`src/rtl/keypad_pkg.sv`:
```
// Shared types, key map and helpers for the keypad scan controller.
package keypad_pkg;

  typedef enum logic [1:0] {SCAN, DEBOUNCE, HELD} ctrl_state_t;

  typedef logic [3:0] key_code_t;

  // Indexed by {row, column}; '*' is E and '#' is F.
  localparam key_code_t KEY_MAP [16] = '{
    4'h1, 4'h2, 4'h3, 4'hA,
    4'h4, 4'h5, 4'h6, 4'hB,
    4'h7, 4'h8, 4'h9, 4'hC,
    4'hE, 4'h0, 4'hF, 4'hD
  };

  // Several columns high at once: the lowest index wins.
  function automatic logic [1:0] lowest_col(input logic [3:0] pat);
    logic [1:0] col;
    col = 2'd0;
    for (int i = 3; i >= 0; i--) begin
      if (pat[i]) col = i[1:0];
    end
    return col;
  endfunction

  function automatic int max3(input int a, input int b, input int c);
    int m;
    m = (a > b) ? a : b;
    return (m > c) ? m : c;
  endfunction

endpackage

```
`src/rtl/key_fifo.sv`:
```
// Small key-event queue; outputs are registered and show pops at once but pushes one cycle late.
module key_fifo
  import keypad_pkg::*;
#(
  parameter int DEPTH = 4
) (
  input  logic      clk,
  input  logic      reset,
  input  logic      push,
  input  key_code_t push_data,
  input  logic      pop,
  output key_code_t data,
  output logic      valid,
  output logic      full
);

  localparam int AW   = $clog2(DEPTH);
  localparam int CNTW = AW + 1;

  key_code_t       mem_q [DEPTH];
  logic [AW-1:0]   wr_q, wr_d, rd_q, rd_d;
  logic [CNTW-1:0] cnt_q, cnt_d;
  logic            valid_q, valid_d;
  key_code_t       data_q, data_d;
  logic            pop_ok, wr_en;

  assign full   = (cnt_q == CNTW'(DEPTH));
  assign pop_ok = pop && valid_q;
  assign wr_en  = push && (!full || pop_ok);

  // Output view excludes this edge's push so a new key surfaces one cycle after it lands.
  always_comb begin
    wr_d    = wr_q + AW'(wr_en);
    rd_d    = rd_q + AW'(pop_ok);
    cnt_d   = cnt_q + CNTW'(wr_en) - CNTW'(pop_ok);
    valid_d = (cnt_q - CNTW'(pop_ok)) != '0;
    data_d  = valid_d ? mem_q[rd_d] : '0;
  end

  always_ff @(posedge clk) begin
    if (wr_en) mem_q[wr_q] <= push_data;
  end

  always_ff @(posedge clk) begin
    if (reset) begin
      wr_q    <= '0;
      rd_q    <= '0;
      cnt_q   <= '0;
      valid_q <= 1'b0;
      data_q  <= '0;
    end else begin
      wr_q    <= wr_d;
      rd_q    <= rd_d;
      cnt_q   <= cnt_d;
      valid_q <= valid_d;
      data_q  <= data_d;
    end
  end

  assign valid = valid_q;
  assign data  = data_q;

endmodule

```
`src/rtl/keypad_scan_ctrl.sv`:
```
// 4x4 keypad scanner: row strobing, press/release debounce, hex decode and a key-event FIFO.
// Define KEYPAD_REPEAT_EN to re-queue a held key every REPEAT_CYCLES cycles.
module keypad_scan_ctrl
  import keypad_pkg::*;
#(
  parameter int SCAN_CYCLES     = 16,
  parameter int DEBOUNCE_CYCLES = 40,
  parameter int FIFO_DEPTH      = 4,
  parameter int REPEAT_CYCLES   = 200
) (
  input  logic      clk,
  input  logic      reset,
  input  logic [3:0] cols,
  output logic [3:0] rows,
  output logic      key_valid,
  output key_code_t key_code,
  input  logic      key_ready,
  output logic      overflow
);

  localparam int CW = $clog2(max3(SCAN_CYCLES, DEBOUNCE_CYCLES, REPEAT_CYCLES)) + 1;
  localparam logic [CW-1:0] SCAN_LAST = CW'(SCAN_CYCLES - 1);
  localparam logic [CW-1:0] DEB_LAST  = CW'(DEBOUNCE_CYCLES - 1);

  ctrl_state_t   state_q, state_d;
  logic [1:0]    row_q, row_d;
  logic [CW-1:0] cnt_q, cnt_d;
  logic [3:0]    pat_q, pat_d;
  logic          overflow_q, overflow_d;
  logic          deb_push, rep_push, push_any, pop, fifo_full;
  key_code_t     decoded;

  assign decoded = KEY_MAP[{row_q, lowest_col(pat_q)}];

  always_comb begin
    state_d  = state_q;
    row_d    = row_q;
    cnt_d    = cnt_q;
    pat_d    = pat_q;
    deb_push = 1'b0;
    case (state_q)
      SCAN: begin
        if (cnt_q == SCAN_LAST) begin
          cnt_d = '0;
          if (cols == 4'b0000) begin
            row_d = row_q + 2'd1;
          end else begin
            pat_d   = cols;
            state_d = DEBOUNCE;
          end
        end else begin
          cnt_d = cnt_q + CW'(1);
        end
      end
      DEBOUNCE: begin
        if (cols != pat_q) begin
          state_d = SCAN;
          row_d   = row_q + 2'd1;
          cnt_d   = '0;
        end else if (cnt_q == DEB_LAST) begin
          deb_push = 1'b1;
          state_d  = HELD;
          cnt_d    = '0;
        end else begin
          cnt_d = cnt_q + CW'(1);
        end
      end
      HELD: begin
        // Release needs an unbroken run of quiet cycles; any bounce restarts it.
        if (cols != 4'b0000) begin
          cnt_d = '0;
        end else if (cnt_q == DEB_LAST) begin
          state_d = SCAN;
          row_d   = row_q + 2'd1;
          cnt_d   = '0;
        end else begin
          cnt_d = cnt_q + CW'(1);
        end
      end
      default: begin
        state_d = SCAN;
        cnt_d   = '0;
      end
    endcase
  end

`ifdef KEYPAD_REPEAT_EN
  localparam logic [CW-1:0] REP_LAST = CW'(REPEAT_CYCLES - 1);
  logic [CW-1:0] rep_q, rep_d;

  always_comb begin
    rep_d    = '0;
    rep_push = 1'b0;
    if (state_q == HELD && cols == pat_q) begin
      if (rep_q == REP_LAST) begin
        rep_push = 1'b1;
      end else begin
        rep_d = rep_q + CW'(1);
      end
    end
  end

  always_ff @(posedge clk) begin
    if (reset) rep_q <= '0;
    else       rep_q <= rep_d;
  end
`else
  assign rep_push = 1'b0;
`endif

  assign push_any   = deb_push | rep_push;
  assign pop        = key_valid & key_ready;
  assign overflow_d = push_any & fifo_full & ~pop;

  always_ff @(posedge clk) begin
    if (reset) begin
      state_q    <= SCAN;
      row_q      <= 2'd0;
      cnt_q      <= '0;
      pat_q      <= 4'b0000;
      overflow_q <= 1'b0;
    end else begin
      state_q    <= state_d;
      row_q      <= row_d;
      cnt_q      <= cnt_d;
      pat_q      <= pat_d;
      overflow_q <= overflow_d;
    end
  end

  key_fifo #(
    .DEPTH(FIFO_DEPTH)
  ) u_fifo (
    .clk      (clk),
    .reset    (reset),
    .push     (push_any),
    .push_data(decoded),
    .pop      (pop),
    .data     (key_code),
    .valid    (key_valid),
    .full     (fifo_full)
  );

  assign rows     = 4'b0001 << row_q;
  assign overflow = overflow_q;

endmodule

```
`config.mk`:
```
export PLATFORM = sky130hd
export DESIGN_NAME = keypad_scan_ctrl
export DESIGN_NICKNAME = d
export VERILOG_FILES = /design/src/rtl/keypad_pkg.sv /design/src/rtl/key_fifo.sv /design/src/rtl/keypad_scan_ctrl.sv
export SDC_FILE = /design/constraint.sdc
export NUM_CORES = 1
export LEC_CHECK = 0
export ABC_CLOCK_PERIOD_IN_PS = 4700
export CAP_MARGIN = 10
export CORE_MARGIN = 2
export CORE_UTILIZATION = 25
export CTS_CLUSTER_DIAMETER = 150
export DETAILED_ROUTE_END_ITERATION = 10
export SLEW_MARGIN = 5
export SYNTH_ARGS = -nofsm -noshare
export SYNTH_HDL_FRONTEND = slang
export SYNTH_SLANG_ARGS = --single-unit
export TNS_END_PERCENT = 30
```
`constraint.sdc`:
```
create_clock -name clk -period 4.7 [get_ports clk]
set_clock_uncertainty 0.05 [all_clocks]
set_input_delay 0.705 -clock clk [delete_from_list [all_inputs] [get_ports clk]]
set_output_delay 0.705 -clock clk [all_outputs]
set_load 0.01 [all_outputs]
```
==> results.sh, run 1 <==
export IMPL_tightestPinTransition_ns=0.721
export IMPL_routed_wl_um=3980
export IMPL_final_cell_mix="dfxtp_1 (30), inv_1 (19), ha_1 (17), clkdlybuf4s50_1 (16), edfxtp_1 (16)"
export IMPL_status="finished, final reports clean"
export IMPL_slew_violations=0
export IMPL_rows=34
export IMPL_crit_path_end="u_fifo.cnt_q[2]"
export IMPL_cts_made_buffers=5
export IMPL_crit_path_start="cols[1]"
export IMPL_synth_top_area_share_pct=26.4
export IMPL_syn_area_mm2=0.00228
export IMPL_postSynthCellCount=202
export IMPL_cts_clk_slew_worst_paths_ns=0.09
export IMPL_avgSynthCellArea_um2=11.3
export IMPL_antenna_found_initial=0
export IMPL_num_io_pins=17
export IMPL_synthMuxAreaShare_pct=6.53
export IMPL_yosysSeqAreaShare_pct=47.4
export IMPL_final_common_cell="dfxtp_1"
export IMPL_gp_congestion=0.746
export IMPL_power_total_mw=0.838
export IMPL_gr_max_usage_layer="met2"
export IMPL_fp_dieH_um=99.5
export IMPL_cp_arrival_ns=3.12
export IMPL_path_delay_family="simple AND/OR/NAND/NOR gates"
export IMPL_postCtsSetupRepairBufs=0
export IMPL_drt_iter0_markers=72
export IMPL_cp_cell_sequence="clkdlybuf4s50_1 -> xor2_1 -> nor4_2 -> nand4_1 -> inv_1 -> ha_1 -> inv_1 -> fa_1 -> xnor2_1 -> xnor2_1 -> nor2_1"
export IMPL_power_density_mw_per_mm2=317
export IMPL_rsz0062_at_grt="no"
export IMPL_synthSimpleGateAreaFrac_pct=15.9
export IMPL_worstSetupStartpointType="input pin"
export IMPL_period_needed_ns=3.00
export IMPL_async_reset_ff_share_pct=0
export IMPL_gr_total_overflow=0
export IMPL_stdcell_count=328
export IMPL_min_period_over_period_pct=63.9
export IMPL_synth_area_leader_cell="dfxtp_1"
export IMPL_synth_fa_ha_area_share_pct=10.2
export IMPL_die_area_mm2=0.00989
export IMPL_routedWlPerCell_um=12.1
export IMPL_power_leakage_nw=0.977
export IMPL_min_path_type="flip-flop to flip-flop"
export IMPL_cts_sinks=46
export IMPL_synth_fp_nets=227
export IMPL_critPathMaxFanout=5
export IMPL_synth_top_family_by_area="simple AND/OR/NAND/NOR gates"
export IMPL_grt_max_degree=21
export IMPL_place_inst=320
export IMPL_die_w_um=99.5
export IMPL_place_hpwl_um=2980
export IMPL_area_delta_synth_final_pct=16.0
export IMPL_initial_core_util_pct=26.0
export IMPL_cpPeakStageDelay_ns=0.46
export IMPL_synth_compound_area_share_pct=9.56
export IMPL_relSlewSlack_pct=51.8
export IMPL_drv_cap=0
export IMPL_postCtsResizedCells=0
export IMPL_cts_hold_buf=0
export IMPL_io_buffers=16
export IMPL_ys_seq_elements=46
export IMPL_reg2regPathDepth=11
export IMPL_drtAntennaViolNets=0
export IMPL_cp_num_buf_inv=3
export IMPL_first_pass_iters=4
export IMPL_grt_util_met1_pct=11.2
export IMPL_antenna_cells=0
export IMPL_max_freq_mhz=333
export IMPL_clk_path_buf_depth=2
export IMPL_postLayoutCoreUtil_pct=30.2
export IMPL_crit_required_ns=4.82
export IMPL_r2r_end="u_fifo.cnt_q[2]"
export IMPL_grt_pass1_vias=1482
export IMPL_vias=1479
export IMPL_path_class="input pin to flip-flop"
export IMPL_cp_end_kind="flip-flop"
export IMPL_cts_htree_levels=2
export IMPL_drc=0
export IMPL_slowest_stage="nor4_2"
export IMPL_hold_violations=0
export IMPL_final_layout_size_suffix_gt1_share_pct=10.9
export IMPL_core_area_mm2=0.00876
export IMPL_gr_usage_met2_pct=14.1
export IMPL_synth_area_top_cells="dfxtp_1 (26%), edfxtp_1 (21%), ha_1 (9.3%), mux4_2 (4.9%), inv_1 (3.1%)"
export IMPL_clkLatencyLatePin_ns=0.30
export IMPL_post_drt_via_cell_ratio=4.51
export IMPL_root_buffer="clkbuf_8"
export IMPL_fillerInstances=920
export IMPL_synth_flop_cell="dfxtp_1"
export IMPL_rrSetupSlack_ns=2.12
export IMPL_path_depth=11
export IMPL_finalSetupViolations=0
export IMPL_grt_use_met3_pct=1.97
export IMPL_peakVddDrop_mv=0.107
export IMPL_ys_types=45
export IMPL_grt_pass1_wl_um=7010
export IMPL_reg2reg_from="cnt_q[0]"
export IMPL_tritoncts="yes"
export IMPL_yosys_warnings=0
export IMPL_grt_usage_pct=8.64
export IMPL_finalNetCount=244
export IMPL_synthXorXnorAreaFrac_pct=6.15
export IMPL_finalSetupTns_ns=0
export IMPL_synth_edf_count=16
power breakdown:
group | switching [mW] | internal, mW
logic | 0.0688 | 0.0785
registers | 0.0106 | 0.431
clock network | 0.143 | 0.106
total | 0.222 | 0.616
area by class of cell:
class / count / area [um^2] / share of cell area (%)
Clock buffer: 5 / 68.8 / 2.60
Clock inverter: 3 / 23.8 / 0.900
Inverter: 19 / 71.3 / 2.70
Multi-Input combinational cell: 131 / 1100 / 41.7
Sequential cell: 46 / 1080 / 40.9
Tap cell: 108 / 135 / 5.11
Timing Repair Buffer: 16 / 160 / 6.06
cell families after synthesis:
| kind of cell | after synthesis |
|---|---|
| AND/OR/NAND/NOR | 59 |
| multiplexers | 8 |
| adder cells (fa/ha/maj) | 18 |
| flip-flops | 46 |
| buffers and inverters | 25 |
| XOR/XNOR | 16 |
| AO/OA/AOI/OAI | 30 |
synthesized netlist by cell type, types with 2 or more instances:
library cell	instances
xnor2_1	8
dfxtp_1	30
mux4_2	5
nand2_1	6
and4b_1	2
nand4b_1	2
xor2_1	8
edfxtp_1	16
nor2b_1	10
ha_1	17
nand4_1	4
clkbuf_1	3
inv_1	19
buf_1	2
nor3_1	6
o21ai_0	4
a211oi_1	9
nand3_1	7
a21oi_1	5
nor2_1	11
o211ai_1	2
nand2b_1	3
metal layers:
metal	vias up	wire, um
met1	700	1960
met5	-	0
met3	8	150
met4	0	71
met2	23	1790
li1	748	-
through the flow:
stage / hold WS [ns] / instance area, um^2 / worst slack, ns
after floorplan: 0.373 / 2280 / 2.07
after detailed placement: 0.397 / 2550 / 1.36
after CTS: 0.410 / 2640 / 1.68
final: 0.415 / 2640 / 1.70
after global routing: 0.438 / 2640 / 1.42
after global placement: 0.386 / 2550 / 1.42
worst min-delay path by stage:
stage / from / endpoint / slack [ns] / depth (start not counted)
2_1_floorplan: cnt_q[0] / cnt_q[0] / 0.37 / 1
3_3_place_gp: cnt_q[0] / cnt_q[0] / 0.39 / 1
3_5_place_dp: cnt_q[0] / cnt_q[0] / 0.40 / 1
4_1_cts: cnt_q[0] / cnt_q[0] / 0.41 / 1
5_1_grt: cnt_q[0] / cnt_q[0] / 0.44 / 1
6_report: cnt_q[0] / cnt_q[0] / 0.41 / 1
flip-flops by register name (all words and copies together) (netlist names):
| name | count |
|---|---|
| u_fifo.mem_q | 16 |
| cnt_q | 9 |
| pat_q | 4 |
| u_fifo.data | 4 |
| u_fifo.cnt_q | 3 |
| row_q | 2 |
| state_q | 2 |
| u_fifo.rd_q | 2 |
| u_fifo.wr_q | 2 |
| overflow | 1 |
| u_fifo.valid | 1 |
worst reg2reg max path, delay by kind of cell, from the launching register on:
kind | cells | cell delay [ns]
fa+ha+maj | 3 | 0.72
simple gates | 4 | 0.79
xor+xnor | 2 | 0.32
flops | 1 | 0.37
buf+inv | 2 | 0.19
(Power assumes the default switching activity.)
==> run 2: changes to the inputs <==
ABC_CLOCK_PERIOD_IN_PS = 2750   (was 4700)
clock period = 2.75 ns   (was 4.7 ns; I/O delays follow)
==> run 2 against run 1 <==
- register-to-register slack worse by 1.8 ns
- combinational power grew 73%
- flip-flop and latch count unchanged
- global-route usage barely moved
- via count grew 1.7%
- final cell count up 3.0%
- hold slack worse by 0.0013 ns
- critical endpoint unchanged
- largest cell class unchanged
- highest routed layer unchanged
==> results.sh, run 2 (synthesis results as in run 1) <==
export IMPL_core_area_mm2=0.00876
export IMPL_peakVddDrop_mv=0.184
export IMPL_max_freq_mhz=408
export IMPL_gp_congestion=0.767
export IMPL_power_leakage_nw=1.03
export IMPL_drt_iter0_markers=51
export IMPL_reg2regPathDepth=10
export IMPL_cts_sinks=46
export IMPL_largest_reg_flops=16
export IMPL_drtAntennaViolNets=0
export IMPL_grt_pass1_wl_um=6860
export IMPL_die_area_mm2=0.00989
export IMPL_worstSetupStartpointType="input pin"
export IMPL_stdcell_count=338
export IMPL_cts_htree_levels=2
export IMPL_design_area_mm2=0.00272
export IMPL_largest_register="u_fifo.mem_q"
export IMPL_status="finished, final reports clean"
export IMPL_initial_core_util_pct=26.0
export IMPL_period_needed_ns=2.45
export IMPL_drv_cap=0
export IMPL_finalSetupViolations=0
export IMPL_area_delta_synth_final_pct=19.3
export IMPL_crit_required_ns=2.88
export IMPL_power_density_mw_per_mm2=527
export IMPL_final_common_cell="dfxtp_1"
export IMPL_first_pass_iters=4
export IMPL_clk_path_buf_depth=2
export IMPL_tritoncts="yes"
export IMPL_clkLatencyLatePin_ns=0.30
export IMPL_hold_violations=0
export IMPL_routedWlPerCell_um=12.0
export IMPL_die_w_um=99.5
export IMPL_rows=34
export IMPL_holdPathStages=1
export IMPL_cp_end_kind="flip-flop"
export IMPL_cts_clk_slew_worst_paths_ns=0.09
export IMPL_rsz0062_at_grt="no"
export IMPL_vias=1504
export IMPL_slew_violations=0
export IMPL_postCtsResizedCells=0
export IMPL_antenna_cells=0
export IMPL_drc=0
export IMPL_cts_made_buffers=5
export IMPL_gr_total_overflow=0
export IMPL_tightestPinTransition_ns=0.539
export IMPL_cp_arrival_ns=2.58
export IMPL_num_io_pins=17
export IMPL_finalNetCount=254
export IMPL_grt_pass1_vias=1488
export IMPL_relSlewSlack_pct=63.7
export IMPL_fp_dieH_um=99.5
export IMPL_grt_max_degree=17
export IMPL_top_regs="u_fifo.mem_q: 16 flops, cnt_q: 9 flops"
export IMPL_critPathMaxFanout=3
export IMPL_fillerInstances=910
export IMPL_root_buffer="clkbuf_8"
export IMPL_min_path_type="flip-flop to flip-flop"
export IMPL_io_buffers=16
export IMPL_grt_usage_pct=8.61
export IMPL_path_class="input pin to flip-flop"
export IMPL_routed_wl_um=4070
export IMPL_post_drt_via_cell_ratio=4.45
export IMPL_finalSetupTns_ns=0
export IMPL_final_cell_mix="dfxtp_1 (30), inv_1 (19), ha_1 (17), clkdlybuf4s50_1 (16), edfxtp_1 (16)"
export IMPL_place_inst=330
export IMPL_postCtsSetupRepairBufs=0
export IMPL_min_period_over_period_pct=89.1
export IMPL_final_layout_size_suffix_gt1_share_pct=14.8
export IMPL_place_hpwl_um=3020
export IMPL_place_area_mm2=0.00263
export IMPL_cts_hold_buf=0
export IMPL_whs_ns=0.414
export IMPL_power_total_mw=1.43
export IMPL_antenna_found_initial=0
run 2: changes by cell type in the layout (fill, tap and decap cells not counted):
cell / delta
buf_4: +10
run 2: path summary, 6_finish.rpt:
path / startpoint / end / slack, ns
worst max register to register: cnt_q[4] / u_fifo.cnt_q[2] / 0.35
worst max-delay path: cols[0] / u_fifo.cnt_q[2] / 0.30
worst min register to register: cnt_q[0] / cnt_q[0] / 0.41
worst min-delay path: cnt_q[0] / cnt_q[0] / 0.41
run 2: metal layers:
metal  up-vias  global-route usage, %  wire (um)
li1        770                      -          -
met1       706                   11.3       2010
met2        24                   13.9       1890
met3         4                   1.76        118
met4         0                   3.48         48
met5         -                      0          0
run 2: final cells by class:
cell class                      count  area (um^2)  share of cell area [%]
Multi-Input combinational cell    131         1100                    40.6
Tap cell                          108          135                    4.97
Sequential cell                    46         1080                    39.8
Timing Repair Buffer               26          235                    8.66
Clock inverter                      3         23.8                   0.875
Clock buffer                        5         68.8                    2.53
Inverter                           19         71.3                    2.62
run 2: report_power, final:
group	internal (mW)	switching, mW	total (mW)
combinational	0.135	0.120	0.255
clock	0.182	0.241	0.423
sequential	0.736	0.0183	0.755
run 2: per-stage QoR:
| stage | worst slack (ns) | utilization [%] |
|---|---|---|
| global placement | 0.0546 | 30.0 |
| floorplan | 0.355 | - |
| detailed placement | -0.0216 | 30.0 |
| finish | 0.301 | 31.0 |
| CTS | 0.307 | 31.0 |
| global route | 0.128 | 31.0 |
run 2: critical path, stage by stage:
cell	delay [ns]
clkdlybuf4s50_1	0.46
xor2_1	0.17
nor4_2	0.33
nand4_1	0.17
inv_1	0.11
ha_1	0.14
inv_1	0.05
fa_1	0.37
xnor2_1	0.17
xnor2_1	0.14
nor2_1	0.05
==> run 3: changes to the inputs <==
CAP_MARGIN = not set   (was 10)
CTS_CLUSTER_SIZE = 30   (was not set)
==> results of run 3 <==
The final DEF is identical to that of run 2; final timing and power are the same.
